===== src/rtl/arith_pkg.sv =====
// Shared opcodes, sign selects and FSM states for the
// sequential multiply/divide unit.
package arith_pkg;

  localparam logic OP_MUL       = 1'b0;
  localparam logic OP_DIV       = 1'b1;
  localparam logic SEL_UNSIGNED = 1'b0;
  localparam logic SEL_SIGNED   = 1'b1;

  typedef enum logic [1:0] {
    IDLE,
    CALC,
    FIX,
    DONE
  } state_e;

endpackage


===== src/rtl/arith_cond_negate.sv =====
// Two's complement conditional negate: out = neg ? -in : in.
// Used for operand magnitudes and result sign correction.
module arith_cond_negate #(
  parameter int WIDTH = 32
) (
  input  logic [WIDTH-1:0] in_val,
  input  logic             neg,
  output logic [WIDTH-1:0] out_val
);

  always_comb begin
    out_val = neg ? (~in_val + WIDTH'(1)) : in_val;
  end

endmodule


===== src/rtl/arith_seq_muldiv.sv =====
// Radix-2 sequential signed/unsigned multiply-divide unit.
// Shared adder serves shift-add MUL and restoring DIV.
module arith_seq_muldiv
  import arith_pkg::*;
#(
  parameter int WIDTH = 32
) (
  input  logic             clk,
  input  logic             rst,
  input  logic             start,
  input  logic             OpCode,
  input  logic             S_or_U,
  input  logic [WIDTH-1:0] A,
  input  logic [WIDTH-1:0] B,
  output logic             busy,
  output logic             done,
  output logic             div_by_zero,
  output logic [WIDTH-1:0] ArithAnswerOne,
  output logic [WIDTH-1:0] ArithAnswerTwo
);

  localparam int CNT_W = $clog2(WIDTH + 1);
  localparam int W2    = 2 * WIDTH;

  state_e             state_q, state_d;
  logic [WIDTH-1:0]   a_q, a_d;
  logic [WIDTH-1:0]   b_q, b_d;
  logic               op_q, op_d;
  logic               sgn_q, sgn_d;
  logic               prep_q, prep_d;
  logic [CNT_W-1:0]   cnt_q, cnt_d;
  logic [W2-1:0]      acc_q, acc_d;
  logic [WIDTH-1:0]   sr_q, sr_d;
  logic [WIDTH-1:0]   ans1_q, ans1_d;
  logic [WIDTH-1:0]   ans2_q, ans2_d;
  logic               dbz_q, dbz_d;

  logic               signed_op;
  logic               neg_a, neg_b, neg_p;
  logic [WIDTH-1:0]   mag_a, mag_b;
  logic [W2-1:0]      prod_fix;
  logic [WIDTH-1:0]   quo_fix, rem_fix;
  logic [WIDTH-1:0]   addend;
  logic [WIDTH:0]     add_x, add_y;
  logic               add_ci;
  logic [WIDTH+1:0]   sum_w;
  logic               qbit;
  logic [WIDTH-1:0]   rem_new;

  assign signed_op = (sgn_q == SEL_SIGNED);
  assign neg_a     = signed_op & a_q[WIDTH-1];
  assign neg_b     = signed_op & b_q[WIDTH-1];
  assign neg_p     = neg_a ^ neg_b;

  arith_cond_negate #(.WIDTH(WIDTH)) u_mag_a (
    .in_val (a_q),
    .neg    (neg_a),
    .out_val(mag_a)
  );

  arith_cond_negate #(.WIDTH(WIDTH)) u_mag_b (
    .in_val (b_q),
    .neg    (neg_b),
    .out_val(mag_b)
  );

  arith_cond_negate #(.WIDTH(W2)) u_fix_prod (
    .in_val (acc_q),
    .neg    (neg_p),
    .out_val(prod_fix)
  );

  arith_cond_negate #(.WIDTH(WIDTH)) u_fix_quo (
    .in_val (sr_q),
    .neg    (neg_p),
    .out_val(quo_fix)
  );

  arith_cond_negate #(.WIDTH(WIDTH)) u_fix_rem (
    .in_val (acc_q[W2-1:WIDTH]),
    .neg    (neg_a),
    .out_val(rem_fix)
  );

  // DIV subtracts via x + ~y + 1; the top carry means no borrow
  always_comb begin
    addend = sr_q[0] ? mag_a : '0;
    if (op_q == OP_DIV) begin
      add_x  = {acc_q[W2-1:WIDTH], sr_q[WIDTH-1]};
      add_y  = ~{1'b0, mag_b};
      add_ci = 1'b1;
    end else begin
      add_x  = {1'b0, acc_q[W2-1:WIDTH]};
      add_y  = {1'b0, addend};
      add_ci = 1'b0;
    end
    sum_w   = {1'b0, add_x} + {1'b0, add_y}
            + {{(WIDTH+1){1'b0}}, add_ci};
    qbit    = sum_w[WIDTH+1];
    rem_new = qbit ? sum_w[WIDTH-1:0] : add_x[WIDTH-1:0];
  end

  always_comb begin
    state_d = state_q;
    a_d     = a_q;
    b_d     = b_q;
    op_d    = op_q;
    sgn_d   = sgn_q;
    prep_d  = prep_q;
    cnt_d   = cnt_q;
    acc_d   = acc_q;
    sr_d    = sr_q;
    ans1_d  = ans1_q;
    ans2_d  = ans2_q;
    dbz_d   = dbz_q;
    unique case (state_q)
      IDLE: begin
        if (start) begin
          state_d = CALC;
          a_d     = A;
          b_d     = B;
          op_d    = OpCode;
          sgn_d   = S_or_U;
          prep_d  = 1'b1;
          cnt_d   = '0;
        end
      end
      CALC: begin
        // first CALC cycle loads the registered magnitudes
        if (prep_q) begin
          prep_d = 1'b0;
          acc_d  = '0;
          sr_d   = (op_q == OP_DIV) ? mag_a : mag_b;
        end else begin
          if (op_q == OP_DIV) begin
            acc_d = {rem_new, acc_q[WIDTH-1:0]};
            sr_d  = {sr_q[WIDTH-2:0], qbit};
          end else begin
            acc_d = {sum_w[WIDTH:0], acc_q[WIDTH-1:1]};
            sr_d  = sr_q >> 1;
          end
          cnt_d = cnt_q + CNT_W'(1);
          if (cnt_q == CNT_W'(WIDTH - 1)) begin
            state_d = FIX;
          end
        end
      end
      FIX: begin
        state_d = DONE;
        if (op_q == OP_MUL) begin
          ans1_d = prod_fix[WIDTH-1:0];
          ans2_d = prod_fix[W2-1:WIDTH];
          dbz_d  = 1'b0;
        end else if (b_q == '0) begin
          ans1_d = '1;
          ans2_d = a_q;
          dbz_d  = 1'b1;
        end else begin
          ans1_d = quo_fix;
          ans2_d = rem_fix;
          dbz_d  = 1'b0;
        end
      end
      DONE: begin
        state_d = IDLE;
        cnt_d   = '0;
      end
      default: state_d = IDLE;
    endcase
  end

  always_ff @(posedge clk) begin
    if (rst) begin
      state_q <= IDLE;
      a_q     <= '0;
      b_q     <= '0;
      op_q    <= OP_MUL;
      sgn_q   <= SEL_UNSIGNED;
      prep_q  <= 1'b0;
      cnt_q   <= '0;
      acc_q   <= '0;
      sr_q    <= '0;
      ans1_q  <= '0;
      ans2_q  <= '0;
      dbz_q   <= 1'b0;
    end else begin
      state_q <= state_d;
      a_q     <= a_d;
      b_q     <= b_d;
      op_q    <= op_d;
      sgn_q   <= sgn_d;
      prep_q  <= prep_d;
      cnt_q   <= cnt_d;
      acc_q   <= acc_d;
      sr_q    <= sr_d;
      ans1_q  <= ans1_d;
      ans2_q  <= ans2_d;
      dbz_q   <= dbz_d;
    end
  end

  assign busy           = (state_q == CALC) || (state_q == FIX);
  assign done           = (state_q == DONE);
  assign div_by_zero    = dbz_q;
  assign ArithAnswerOne = ans1_q;
  assign ArithAnswerTwo = ans2_q;

endmodule


===== config.mk =====
export PLATFORM = sky130hd
export DESIGN_NAME = arith_seq_muldiv
export DESIGN_NICKNAME = d
export VERILOG_FILES = /design/src/rtl/arith_pkg.sv /design/src/rtl/arith_cond_negate.sv /design/src/rtl/arith_seq_muldiv.sv
export SDC_FILE = /design/constraint.sdc
export NUM_CORES = 1
export LEC_CHECK = 0
export BUFFER_PORTS_ARGS = -buffer_cell sky130_fd_sc_hd__clkbuf_2
export CAP_MARGIN = 20
export CORE_ASPECT_RATIO = 0.75
export CORE_UTILIZATION = 45
export CTS_BUF_LIST = sky130_fd_sc_hd__clkbuf_8
export CTS_CLUSTER_DIAMETER = 100
export CTS_CLUSTER_SIZE = 24
export DETAILED_ROUTE_END_ITERATION = 8
export GPL_ROUTABILITY_DRIVEN = 0
export PLACE_DENSITY = 0.68
export SETUP_SLACK_MARGIN = 0.5
export SKIP_CTS_REPAIR_TIMING = 1
export SLEW_MARGIN = 20
export SYNTH_ARGS = -nofsm -noshare
export SYNTH_HDL_FRONTEND = slang
export SYNTH_HIERARCHICAL = 1
export SYNTH_SLANG_ARGS = --single-unit

===== constraint.sdc =====
create_clock -name clk -period 6.8 [get_ports clk]
set_input_delay 0.68 -clock clk [delete_from_list [all_inputs] [get_ports clk]]
set_output_delay 0.68 -clock clk [all_outputs]
set_load 0.05 [all_outputs]

**Word level (Yosys, flattened, before mapping)**

Index checks and enable logic that the tools add are counted.

- Add/sub/neg operators: 8
- Equality and inequality tests: 8
- Mux-type cells: 30
- Bitwise gates (word level): 9
- Reduce and logical (&&, ||, !) cells: 10

Operator list:

| kind | number |
|---|---|
| $mux 32 | 13 |
| $mux 64 | 3 |
| $add 32x1->32 const B | 4 |
| $not 32->32 | 4 |
| $mux 33 | 2 |
| $add 64x1->64 const B | 1 |
| $not 64->64 | 1 |
| $add 33x33->34 | 1 |
| $add 34x1->34 | 1 |
| $not 32->33 | 1 |
| $logic_not 32->1 | 1 |
| $pmux 6 s3 | 1 |
| $mux 6 | 2 |
| $pmux 2 s4 | 1 |
| $add 6x1->6 const B | 1 |
| $eq 6x5->1 const B | 1 |
| $mux 2 | 3 |
| $ne 2x2->1 const B | 3 |
| $reduce_and 2->1 | 3 |
| $reduce_and 3->1 | 2 |
| $eq 2x2->1 const B | 2 |
| $mux 1 | 4 |
| $reduce_bool 3->1 | 1 |
| $and 1x1->1 | 2 |
| 7 further kinds | 7 |

- Register bits: 236
- Input port bits: 69
- Output and inout port bits: 67
- Logic and storage cells: 78

**Logic depth before layout (Yosys ltp)**

- Depth after elaboration: 10
- Depth in mapped cells: 21
- Mapped depth without buffers: 18

**Cells and area by module**

The synthesis kept the hierarchy.

By module, submodules not included:

| module | times used | cells each | area each (sq um) | seq. area each (sq um) |
|---|---|---|---|---|
| arith_seq_muldiv | 1 | 1536 | 12954.9 | 4724.5 |
| arith_cond_negate at u_fix_quo ... | 4 | 99 | 777.0 | 0.0 |
| arith_cond_negate at u_fix_prod | 1 | 206 | 1649.1 | 0.0 |

**Worst setup path after synthesis**

OpenSTA, ideal clock, no wires.

- Path type: register to register
- From: reg a_q[12]
- To: reg acc_q[36]
- Setup time: 0.114 ns
- Arrival time: 3.778 ns
- Data required time: 6.686 ns
- Setup slack: 2.908 ns
- Cell stages (with the launch flop): 20
- Buffers on the path: 3
- Period minus slack after synthesis: 3.892 ns
- Path through: dfxtp_1 > nor4_4 > nand2_1 > o41ai_1 > xnor2_1 > nand2_1 > o21ai_0 > ha_1 > buf_2 > a21o_1 > a21oi_1 > o21ai_1 > a21o_1 > a211o_1 > a211oi_2 > buf_6 > buf_6 > mux2i_1 > a21oi_1 > a21o_1

- Longest elaborated chain between the ends: 10

Ends and longest elaborated chain:

| element | line | text |
|---|---|---|
| start: declaration | arith_seq_muldiv.sv:26 | `logic [WIDTH-1:0] a_q, a_d;` |
| start signal: assignment | arith_seq_muldiv.sv:175 | `a_q <= '0;` |
| start signal: assignment | arith_seq_muldiv.sv:188 | `a_q <= a_d;` |
| $not 32->32 | arith_cond_negate.sv:12 | `out_val = neg ? (~in_val + WIDTH'(1)) : in_val;` |
| $add 32x1->32 | arith_cond_negate.sv:12 |  |
| $mux 32 | arith_cond_negate.sv:12 |  |
| net mag_a[26] | arith_seq_muldiv.sv:40 | `logic [WIDTH-1:0] mag_a, mag_b;` |
| $mux 32 | arith_seq_muldiv.sv:87 | `addend = sr_q[0] ? mag_a : '0;` |
| $mux 33 | arith_seq_muldiv.sv:88 | `if (op_q == OP_DIV) begin` |
| $add 33x33->34 | arith_seq_muldiv.sv:97 | `sum_w = {1'b0, add_x} + {1'b0, add_y}` |
| $add 34x1->34 | arith_seq_muldiv.sv:98 | `+ {{(WIDTH+1){1'b0}}, add_ci};` |
| $mux 32 | arith_seq_muldiv.sv:100 | `rem_new = qbit ? sum_w[WIDTH-1:0] : add_x[WIDTH-1:0];` |
| $mux 64 | arith_seq_muldiv.sv:135 | `if (op_q == OP_DIV) begin` |
| $mux 64 | arith_seq_muldiv.sv:130 | `if (prep_q) begin` |
| end signal: assignment | arith_seq_muldiv.sv:181 | `acc_q <= '0;` |
| end signal: assignment | arith_seq_muldiv.sv:194 | `acc_q <= acc_d;` |
| end: declaration | arith_seq_muldiv.sv:32 | `logic [W2-1:0] acc_q, acc_d;` |

The timed path passes the listed nets, and every way through them passes these cells. The select of a mux whose other input is x is not followed.
A chain may end at the register's enable or synchronous reset.

**Worst setup path in the final report**

- From: reg a_q[31]
- To: reg acc_q[57]

- Elaborated cells between the ends (all ways): 11
- Classes of those cells: 3 x add/sub; 6 x mux; 2 x bitwise

RTL lines:

| element | line | text |
|---|---|---|
| $and 1x1->1 * | arith_seq_muldiv.sv:51 | `assign neg_a = signed_op & a_q[WIDTH-1];` |
| net neg_a | arith_seq_muldiv.sv:39 | `logic neg_a, neg_b, neg_p;` |
| $mux 32 * | arith_cond_negate.sv:12 |  |
| net mag_a[25] | arith_seq_muldiv.sv:40 |  |
| $mux 32 * | arith_seq_muldiv.sv:87 |  |
| $mux 33 * | arith_seq_muldiv.sv:88 |  |
| $add 33x33->34 * | arith_seq_muldiv.sv:97 |  |
| $add 34x1->34 * | arith_seq_muldiv.sv:98 |  |
| $mux 32 | arith_seq_muldiv.sv:100 |  |
| $mux 64 * | arith_seq_muldiv.sv:135 |  |
| $mux 64 * | arith_seq_muldiv.sv:130 |  |

The timed path passes the listed nets; every way through them passes the cells marked *. The select of a mux whose other input is x is not followed.

==> key figures <==
Placed design
  • Placement Cell Area: 18600 um^2
  • I/O Buffers: 135
  • HPWL after detailed placement: 42200 um
  • Placement-stage worst setup slack: 1.96 ns
  • Placed Instances: 2662

Global routing
  • Number of antenna violations at the first check in global routing: 1
  • Largest net degree at the start of global routing: 101
  • Overall track demand over capacity in global routing: 27.2%
  • Number of global-route vias before repair: 15209
  • Global route overflow: 0
  • Wire length of the first global-routing pass: 87400 um

STA
  • RSZ-0062 raised after global routing: false
  • Worst-case headroom to the max-slew limit: 28.1%
  • Actual transition at the worst max-transition pin: 1.08 ns
  • Number of failing hold endpoints at the final stage: 0
  • Highest attainable clock frequency: 199 MHz
  • Sum of negative setup slack: 0 ns
  • Final worst-path setup slack: 1.78 ns
  • Finish-stage setup viols: 0
  • Max Slew Vio Count: 0
  • Final worst-path cycle share: 73.8%
  • Final Critical Period: 5.02 ns
  • Max Clock Skew: 0.0334 ns

Synthesis
  • Area of the mapped netlist: 17700 um^2
  • Top flip-flop cell by instance count after synthesis: sky130_fd_sc_hd__dfxtp_1
  • Gate count of the mapped netlist: 2138
  • Avg Inst Size Synth: 8.28 um^2
  • Fraction of registers with async set/reset: 0%
  • Synth warnings: 6
  • Number of enable flip-flop cells after synthesis: 0
  • Net count of the mapped netlist: 2252
  • Library cells used by synthesis: 80
  • Post-synthesis sequential area ratio: 26.7%
  • Flip-flop and latch count after synthesis: 236

Die
  • Top-level I/O count: 136
  • Die Y-Extent: 174 um
  • Die ar.: 40200 um^2
  • Core area: 38600 um^2
  • Number of standard-cell rows in the floorplan: 62
  • Die width: 231 um
  • Starting utilization of the core area: 45.9%

Min path
  • Endpoint, Worst Hold: a_q[17]
  • Class of the tightest hold or removal check: in -> reg
  • Worst hold stages: 3
  • Hold Startpoint: A[17]

Worst setup path
  • Cell depth of the worst flop-to-flop path: 17
  • Critical setup path kind: reg -> reg
  • Critical Path Start Type: flip-flop
  • Worst setup slack for register-to-register paths: 1.78 ns
  • Worst endpoint required time: 7.29 ns
  • WP data arrival: 5.51 ns
  • Origin of the critical flop-to-flop path: a_q[31]
  • RR Endpoint: acc_q[57]
  • Largest driver fanout on the critical path: 33
  • Type of element capturing the critical path: flip-flop

Clocking
  • Clock tree from TritonCTS: yes
  • Cell at the root of the clock tree: sky130_fd_sc_hd__clkbuf_8
  • Clock insertion delay at the later pin of the skew report: 0.58 ns
  • Deepest level of the CTS H-tree: 1
  • Clock-pin transition on the worst setup and hold timing paths: 0.17 ns
  • Buffer levels on the longest clock path: 3
  • Number of buffers created by CTS: 13
  • Number of clock sinks: 236

Run
  • Number of max-cap violations: 0

Drt
  • Routed len/inst: 21.0 um
  • Vias after detailed routing: 16766
  • Per-cell via count in the routed design: 6.26
  • ANT nets after route: 0
  • First drt pass iteration count: 9
  • First-iteration detailed-routing DRC count: 2015
  • Total Wirelength: 56400 um
  • Post-route DRC violation count: 1

Power and ir drop
  • Cell leakage power: 7.33 nW
  • Worst voltage drop across the vdd grid: 0.000331 V
  • Areal power density over the cells: 320 nW/um^2

Run status
  • Result of the run: finished with violations
  • Failing checks: DRC

Finish
  • Multi-input logic area: 12300 um^2
  • Register area: 4730 um^2
  • Summed area of non-filler cells in the final layout: 18900 um^2
  • Number of nets in the final layout: 2279
  • Proportion of layout cells with a drive suffix above 1: 15.3%
  • Fillers: 3709
  • Post-Layout Cell Count: 2679
  • Area growth from synthesis to layout: 6.50%
  • Post-layout utilization of the core: 48.9%
[where the power goes]
| group | leakage, nW | switching [W] | internal [W] |
|---|---|---|---|
| Combinational | 5.31 | 0.00216 | 0.00119 |
| Clock | 0.113 | 0.000470 | 0.000202 |
| Sequential | 1.91 | 0.000475 | 0.00155 |
[cells by family after synthesis]
family	share of synthesized area [%]
AND/OR/NAND/NOR	20.9
AO/OA/AOI/OAI	22.4
flip-flops	26.7
XOR/XNOR	10.6
multiplexers	12.3
buffers and inverters	3.95
adder cells (fa/ha/maj)	3.26
[worst max path at each step]
stage	slack [ns]	endpoint	cells after the start	from
CTS	1.98	acc_q[57]	17	a_q[31]
global placement	2.00	acc_q[57]	14	b_q[31]
global route	1.47	acc_q[57]	19	a_q[0]
finish	1.78	acc_q[57]	17	a_q[31]
floorplan	2.91	acc_q[36]	19	a_q[12]
detailed placement	1.96	acc_q[57]	17	a_q[31]
[worst max-delay path: stages, from the launching register on]
cell and delay (ns):
sky130_fd_sc_hd__dfxtp_1 0.63, sky130_fd_sc_hd__and2_2 0.66, sky130_fd_sc_hd__buf_4 0.46, sky130_fd_sc_hd__o31ai_1 0.17, sky130_fd_sc_hd__xnor2_1 0.19, sky130_fd_sc_hd__nand2_1 0.08, sky130_fd_sc_hd__o21ai_0 0.17, sky130_fd_sc_hd__ha_1 0.31
sky130_fd_sc_hd__a21o_1 0.20, sky130_fd_sc_hd__a21oi_1 0.16, sky130_fd_sc_hd__o21ai_1 0.07, sky130_fd_sc_hd__a21o_1 0.18, sky130_fd_sc_hd__a211o_1 0.34, sky130_fd_sc_hd__a211oi_4 0.26, sky130_fd_sc_hd__buf_4 0.30, sky130_fd_sc_hd__nand2_1 0.32
sky130_fd_sc_hd__o221ai_1 0.32, sky130_fd_sc_hd__o21ai_0 0.10
[Yosys cell counts, drive strengths merged, types with 7 or more instances]
| master | n | area [um^2] |
|---|---|---|
| a211oi | 7 | 57.6 |
| a21o | 32 | 240 |
| a21oi | 186 | 935 |
| a22oi | 36 | 270 |
| buf | 45 | 234 |
| clkbuf | 100 | 375 |
| dfxtp | 236 | 4720 |
| ha | 43 | 538 |
| inv | 24 | 90.1 |
| mux2 | 31 | 349 |
| mux2i | 115 | 1150 |
| mux4 | 30 | 676 |
| nand2 | 274 | 1030 |
| nand2b | 58 | 363 |
| nand3 | 29 | 173 |
| nand3b | 9 | 67.6 |
| nand4 | 20 | 146 |
| nor2 | 169 | 637 |
| nor2b | 7 | 43.8 |
| nor3 | 31 | 171 |
| nor4 | 38 | 499 |
| o211ai | 8 | 60.1 |
| o21ai | 143 | 716 |
| o221ai | 39 | 342 |
| o31ai | 63 | 503 |
| o41ai | 49 | 598 |
| or2 | 11 | 68.8 |
| or2b | 8 | 60.1 |
| or3 | 20 | 136 |
| or4 | 16 | 144 |
| xnor2 | 201 | 1760 |
| xor2 | 13 | 114 |
[registers in the layout, indices dropped and copies added (netlist names)]
name and cells:
div_by_zero 1, sgn_q 1, cnt_q 6, ArithAnswerOne 32, b_q 32, state_q 2, sr_q 32, ArithAnswerTwo 32
acc_q 64, prep_q 1, op_q 1, a_q 32
[per-layer routing]
metal	up-vias	GRT usage, %	part of all wire [%]	wire (um)
met5	-	0	0	0
met2	864	38.7	40	22800
met4	0	6.82	2.5	1430
li1	7831	-	-	-
met3	94	6.13	11	6060
met1	7977	40.8	46	26100
[through the flow]
stage          power (W)  hold slack [ns]
2_1_floorplan    0.00437            0.449
3_3_place_gp     0.00522            0.456
3_5_place_dp     0.00529            0.458
4_1_cts          0.00595            0.274
5_1_grt          0.00637            0.292
6_report         0.00604            0.293
[placed cells by master, fill, tap and decap left out, types with 7 or more instances in the layout]
master / instances
sky130_fd_sc_hd__mux4_2: 30
sky130_fd_sc_hd__nor3_1: 29
sky130_fd_sc_hd__or2_2: 10
sky130_fd_sc_hd__dfxtp_1: 234
sky130_fd_sc_hd__clkbuf_8: 15
sky130_fd_sc_hd__nor4_4: 17
sky130_fd_sc_hd__a21oi_1: 185
sky130_fd_sc_hd__or2b_1: 8
sky130_fd_sc_hd__nand2b_1: 58
sky130_fd_sc_hd__xor2_1: 13
sky130_fd_sc_hd__o221ai_1: 39
sky130_fd_sc_hd__o21ai_0: 134
sky130_fd_sc_hd__nor2_1: 165
sky130_fd_sc_hd__inv_1: 24
sky130_fd_sc_hd__mux2_2: 31
sky130_fd_sc_hd__nand4_1: 18
sky130_fd_sc_hd__o41ai_1: 28
sky130_fd_sc_hd__buf_4: 21
sky130_fd_sc_hd__o31ai_1: 57
sky130_fd_sc_hd__a22oi_1: 36
sky130_fd_sc_hd__xnor2_1: 201
sky130_fd_sc_hd__o211ai_1: 8
sky130_fd_sc_hd__a21o_1: 32
sky130_fd_sc_hd__nand3b_1: 9
sky130_fd_sc_hd__mux2i_1: 115
sky130_fd_sc_hd__o41ai_2: 20
sky130_fd_sc_hd__or3_1: 17
sky130_fd_sc_hd__nand3_1: 25
sky130_fd_sc_hd__or4_1: 9
sky130_fd_sc_hd__clkbuf_2: 134
sky130_fd_sc_hd__nor4_1: 20
sky130_fd_sc_hd__ha_1: 41
sky130_fd_sc_hd__nand2_1: 273
sky130_fd_sc_hd__o21ai_1: 7
[cell type report]
class                      instances  area share, %
clock inverter                     1         0.0199
tap                              512           3.40
clock buffer                      15           1.09
sequential                       236           25.1
antenna                            1         0.0133
multi-input combinational       1733           65.4
inverter                          24          0.478
timing repair buffer             157           4.51
No activity file was read; power rests on OpenSTA's default activity.
